**config.mk**
```make
export PLATFORM = sky130hd
export DESIGN_NAME = pc_sequencer
export DESIGN_NICKNAME = d
export VERILOG_FILES = /design/src/rtl/pc_sequencer.sv
export SDC_FILE = /design/constraint.sdc
export NUM_CORES = 1
export LEC_CHECK = 0
export CORE_MARGIN = 2
export CORE_UTILIZATION = 40
export CTS_BUF_LIST = sky130_fd_sc_hd__clkbuf_8
export DETAILED_ROUTE_END_ITERATION = 10
export PLACE_DENSITY = 0.77
export RECOVER_POWER = 50
export SLEW_MARGIN = 5
export SYNTH_ARGS = -nofsm -noshare
export SYNTH_HDL_FRONTEND = slang
export SYNTH_SLANG_ARGS = --single-unit
```
**constraint.sdc**
```tcl
create_clock -name clk -period 2.76 [get_ports clk]
set_input_delay 0.414 -clock clk [delete_from_list [all_inputs] [get_ports clk]]
set_output_delay 0.414 -clock clk [all_outputs]
set_load 0.02 [all_outputs]
```
**src/rtl/pc_sequencer.sv**
```systemverilog
// pc_sequencer: fetch/decode/execute/halt control FSM that owns the program
// counter and the retired-instruction counter, and steers the next-PC mux.
module pc_sequencer #(
    parameter int                    DATA_WIDTH   = 32,
    parameter logic [DATA_WIDTH-1:0] RESET_VECTOR = {DATA_WIDTH{1'b0}}
) (
    input  logic                  clk,
    input  logic                  reset_n,
    input  logic [5:0]            opcode,
    input  logic                  mem_ready,
    input  logic                  halt_req,
    input  logic                  resume,
    input  logic [DATA_WIDTH-1:0] next_pc,
    output logic [DATA_WIDTH-1:0] pc,
    output logic [DATA_WIDTH-1:0] pc_inc,
    output logic [1:0]            bm_select,
    output logic                  beq,
    output logic                  bneq,
    output logic                  ir_load,
    output logic                  pc_write,
    output logic                  busy,
    output logic                  halted,
    output logic [DATA_WIDTH-1:0] retired_count
);

    typedef enum logic [1:0] {
        ST_FETCH   = 2'd0,
        ST_DECODE  = 2'd1,
        ST_EXECUTE = 2'd2,
        ST_HALTED  = 2'd3
    } state_t;

    typedef enum logic [2:0] {
        CL_SEQ  = 3'd0,
        CL_BEQ  = 3'd1,
        CL_BNE  = 3'd2,
        CL_JMP  = 3'd3,
        CL_JR   = 3'd4,
        CL_HALT = 3'd5
    } op_class_t;

    // Map a raw opcode onto the small class set the EXECUTE stage acts on.
    function automatic op_class_t decode_op(input logic [5:0] op);
        op_class_t cls;
        case (op)
            6'h04:   cls = CL_BEQ;
            6'h05:   cls = CL_BNE;
            6'h02:   cls = CL_JMP;
            6'h08:   cls = CL_JR;
            6'h3F:   cls = CL_HALT;
            default: cls = CL_SEQ;
        endcase
        return cls;
    endfunction

    state_t                  state_r;
    state_t                  state_next_s;
    op_class_t               class_r;
    logic [DATA_WIDTH-1:0]   pc_r;
    logic [DATA_WIDTH-1:0]   retired_r;
    logic                    ir_load_s;
    logic                    pc_write_s;
    logic                    retire_s;
    logic [1:0]              bm_select_s;
    logic                    beq_s;
    logic                    bneq_s;

    // State, decoded class, PC and retire counter; reset wins over any update
    // so a reset landing on EXECUTE suppresses that cycle's retire.
    always_ff @(posedge clk) begin
        if (!reset_n) begin
            state_r   <= ST_FETCH;
            class_r   <= CL_SEQ;
            pc_r      <= RESET_VECTOR;
            retired_r <= {DATA_WIDTH{1'b0}};
        end else begin
            state_r <= state_next_s;
            if (state_r == ST_DECODE) begin
                class_r <= decode_op(opcode);
            end
            if (pc_write_s) begin
                pc_r <= next_pc;
            end
            if (retire_s) begin
                retired_r <= retired_r + DATA_WIDTH'(1);
            end
        end
    end

    // Next-state and per-state control decode; everything idles outside EXECUTE.
    always_comb begin
        state_next_s = state_r;
        ir_load_s    = 1'b0;
        pc_write_s   = 1'b0;
        retire_s     = 1'b0;
        bm_select_s  = 2'b00;
        beq_s        = 1'b0;
        bneq_s       = 1'b0;
        case (state_r)
            ST_FETCH: begin
                if (mem_ready) begin
                    ir_load_s    = 1'b1;
                    state_next_s = ST_DECODE;
                end else begin
                    state_next_s = ST_FETCH;
                end
            end
            ST_DECODE: begin
                state_next_s = ST_EXECUTE;
            end
            ST_EXECUTE: begin
                retire_s = 1'b1;
                case (class_r)
                    CL_BEQ: begin
                        bm_select_s = 2'b01;
                        beq_s       = 1'b1;
                    end
                    CL_BNE: begin
                        bm_select_s = 2'b01;
                        bneq_s      = 1'b1;
                    end
                    CL_JMP:  bm_select_s = 2'b10;
                    CL_JR:   bm_select_s = 2'b11;
                    CL_HALT: bm_select_s = 2'b00;
                    default: bm_select_s = 2'b00;
                endcase
                // A halt opcode retires but leaves the PC where it is.
                if (class_r == CL_HALT) begin
                    pc_write_s = 1'b0;
                end else begin
                    pc_write_s = 1'b1;
                end
                if ((class_r == CL_HALT) || halt_req) begin
                    state_next_s = ST_HALTED;
                end else begin
                    state_next_s = ST_FETCH;
                end
            end
            ST_HALTED: begin
                if (resume) begin
                    state_next_s = ST_FETCH;
                end else begin
                    state_next_s = ST_HALTED;
                end
            end
            default: begin
                state_next_s = ST_FETCH;
            end
        endcase
    end

    // Strobes are forced quiet while reset is held low.
    assign ir_load       = ir_load_s & reset_n;
    assign pc_write      = pc_write_s & reset_n;
    assign bm_select     = reset_n ? bm_select_s : 2'b00;
    assign beq           = beq_s & reset_n;
    assign bneq          = bneq_s & reset_n;
    assign halted        = reset_n & (state_r == ST_HALTED);
    assign busy          = (state_r != ST_HALTED);
    assign pc            = pc_r;
    assign pc_inc        = pc_r + DATA_WIDTH'(1);
    assign retired_count = retired_r;

endmodule

```
==> results.md <==
### Outcome
- finished, final reports clean — result of the run

### Clock tree
- 0.07 ns — clock transition at the register clock pins on the worst setup and hold paths after CTS
- 2 — worst-case clock buffer depth
- done — clock tree from TritonCTS
- 69 — TritonCTS Sinks
- sky130_fd_sc_hd__clkbuf_8 — root buffer cell
- 0 — number of buffers inserted by post-CTS setup repair
- 0 — number of hold buffers added after cts
- 12 — CTS-repair resized insts
- 3 — number of levels the H-tree was split into
- 9 — number of buffers added by the clock tree synthesis step
- 0.32 ns — clock insertion delay at the later pin of the skew report

### Drt
- 101 — number of violations reported at the end of detailed-routing iteration 0
- 4 — Pre-Repair DR Iteration Count
- 5.37 — Vias/cell
- 14.3 um — DR WL/cell
- 3,870 — vias after detailed routing
- 10.3 mm — Total Routed Length
- 0 — Routed Antenna Nets
- 0 — remaining design rule violation count

### Floorplanning
- 8760 um2 — core area
- 99.1 um — y dimension of the die
- 9820 um2 — floorplan die area
- 147 — Top Ports
- 34 — Std-Cell Rows
- 99.1 um — die span in x
- 0.413 — initial core utilization

### Placed design
- 0.883 — routability cong.
- 146 — number of buffers inserted by port buffering
- 7.52 mm — half-perimeter wire length after detailed placement
- 5230 um2 — post-place instance area
- 0.242 ns — pre-CTS setup slack

### Synth
- 0 — EDFF count, synth
- 7.85 um2 — mean instance size in the synthesized netlist
- 461 — post-synthesis cell count
- 3620 um2 — netlist area before placement
- sky130_fd_sc_hd__dfxtp_1 — top flip-flop cell by instance count after synthesis
- 0.102 — fraction of synthesized cell area in xor and xnor cells
- 69 — count of state elements after synthesis
- 43 — post-synthesis cell type count
- 0.339 — simple-gate share of the synthesized area
- 0.0249 — multiplexer area fraction after synthesis
- 0.108 — complex-gate fraction of the synthesized area
- 0.382 — Seq/Total Area, Yosys
- 0 — Yosys warning total
- 0.00692 — Synth Area in Adders
- 0 — share of async-settable or async-resettable flops after synthesis
- 506 — Syn Nets
- simple AND/OR/NAND/NOR gates — dominant combinational cell family by area after synthesis

### Power and ir drop
- 0.00214 W — total power of the final layout
- 214 uV — worst vdd ir
- 395 nW/um2 — power density over the cells
- 2.13 nW — Leakage Power

### Timing
- 0 — final setup fails
- 0.198 ns — setup slack of the critical path after layout
- 0.00727 ns — maximum clock skew at final layout
- 0 — final slew viol count
- 390 MHz — highest attainable clock frequency
- 0.928 — share of the clock period used by the worst path after layout
- 1.23 ns — slew at the pin closest to its max-slew limit
- 2.56 ns — post-route minimum period
- no — unrepaired setup endpoints after global routing
- 0 — hold violation count in the final report
- 0 ns — post-route setup TNS
- 0.183 — relative max-transition margin

### Worst hold path
- 2 — cell depth of the worst hold path
- reg -> reg — Tightest Hold Check Type

### Finish
- 0 — number of inserted diodes
- 5410 um2 — final instance area
- sky130_fd_sc_hd__nand2_1 — leading cell type in the layout, fill and taps excluded
- 100 x sky130_fd_sc_hd__nand2_1, 86 x sky130_fd_sc_hd__clkdlybuf4s50_1, 68 x sky130_fd_sc_hd__dfxtp_1, 50 x sky130_fd_sc_hd__a21oi_1, 40 x sky130_fd_sc_hd__dlygate4sd3_1 — commonest cells after routing, fill and taps aside
- 49.6% — Area growth, synth to finish
- 0.0587 — fraction of layout instances using a drive strength above 1
- 654 — number of nets in the layout

### GRT
- 0 — initial antenna violation count
- 17.0 mm — global-route wire length before repair
- 0 — overall overflow remaining after global route
- 3,620 — vias in the first global route
- 0.206 — overall fraction of global-route tracks in use
- 60 — maximum number of pins on one net before global-route repair

### Critical path
- buf_4 > and4_1 > nand4_1 > xnor2_1 > clkdlybuf4s50_1 — ordered list of cells on the worst path
- 2.15 ns — data arrival at the endpoint of the critical path
- sky130_fd_sc_hd__clkdlybuf4s50_1 — slowest library cell on the worst path
- flip-flop — Worst setup SP type
- 7 — highest fanout seen on the critical path
- 5 — depth of the most critical reg-to-reg path
- 0.63 ns — crit-path max cell delay
- output pin — capturing element type of the critical path
- reg -> out — critical path class
- 2.35 ns — required time at the worst-slack endpoint
- 0.58 ns — reg2reg setup slack

### Flow run
- 0 — number of max-cap violations

[kinds of logic after synthesis]
family / count (synthesis)
AO/OA/AOI/OAI: 69
adder cells (fa/ha/maj): 2
XOR/XNOR: 42
flip-flops: 69
buffers and inverters: 33
multiplexers: 9
AND/OR/NAND/NOR: 237
[metrics by stage]
stage | hold slack [ns] | instances | util
6_report | 0.470 | 721 | 0.618
5_1_grt | 0.516 | 721 | 0.618
4_1_cts | 0.473 | 721 | 0.615
3_5_place_dp | 0.459 | 706 | 0.596
3_3_place_gp | 0.456 | 706 | 0.596
2_1_floorplan | 0.490 | 461 | -
[cell usage after synthesis, types with 3 or more instances]
| library cell | instances | share of area |
|---|---|---|
| sky130_fd_sc_hd__xor2_1 | 12 | 0.029 |
| sky130_fd_sc_hd__nand2_1 | 100 | 0.10 |
| sky130_fd_sc_hd__a21oi_1 | 50 | 0.069 |
| sky130_fd_sc_hd__inv_1 | 7 | 0.0073 |
| sky130_fd_sc_hd__xnor2_1 | 30 | 0.073 |
| sky130_fd_sc_hd__nand4_1 | 23 | 0.040 |
| sky130_fd_sc_hd__or4_1 | 11 | 0.023 |
| sky130_fd_sc_hd__nand3_1 | 23 | 0.032 |
| sky130_fd_sc_hd__buf_2 | 3 | 0.0041 |
| sky130_fd_sc_hd__nor3_1 | 5 | 0.0069 |
| sky130_fd_sc_hd__o31ai_1 | 10 | 0.021 |
| sky130_fd_sc_hd__nor4_2 | 3 | 0.010 |
| sky130_fd_sc_hd__mux2i_1 | 9 | 0.025 |
| sky130_fd_sc_hd__dfxtp_1 | 69 | 0.38 |
| sky130_fd_sc_hd__o21ai_0 | 3 | 0.0041 |
| sky130_fd_sc_hd__nor4_1 | 9 | 0.016 |
| sky130_fd_sc_hd__and4_1 | 6 | 0.015 |
| sky130_fd_sc_hd__nor2_1 | 20 | 0.021 |
| sky130_fd_sc_hd__and3_1 | 7 | 0.012 |
| sky130_fd_sc_hd__clkbuf_1 | 19 | 0.020 |
| sky130_fd_sc_hd__nand2b_1 | 12 | 0.021 |
[routing by layer]
metal	track usage	vias to the layer above	part of all wire
met5	0	-	0
met4	0.0611	0	0.0080
met3	0.0429	10	0.074
met2	0.344	146	0.46
met1	0.270	1785	0.46
li1	-	1929	-
[state kept, by name, summed over array words and instances (netlist names)]
name	cells
retired_count	32
pc	32
class_r	3
state_r	2
[worst max-delay path: cells and delay by family (launching register included)]
family,cells,cell delay (ns)
buffers and inverters,2,0.79
AND/OR/NAND/NOR,2,0.48
flip-flops,1,0.35
XOR/XNOR,1,0.21
[final timing paths]
kind / startpoint / to
setup / recovery: pc[2] / pc_inc[9]
hold / removal: retired_count[31] / retired_count[31]
hold reg to reg: retired_count[31] / retired_count[31]
setup reg to reg: retired_count[0] / retired_count[24]
[layout make-up]
cell class,count,area [um2]
clock buffers,12,165
clock inverters,3,12.5
fillers,766,3350
inverters,8,30.0
multi-input cells,359,2100
flip-flops and latches,69,1380
well taps,108,135
repair buffers,162,1590
[where the power goes]
group	internal, W	leakage, nW	total, W	switching (W)
registers	0.00102	0.559	0.00106	0.0000391
logic	0.000170	1.47	0.000343	0.000172
clock network	0.000388	0.101	0.000734	0.000346
total	0.00158	2.13	0.00214	0.000558
(Power assumes the default switching activity.)
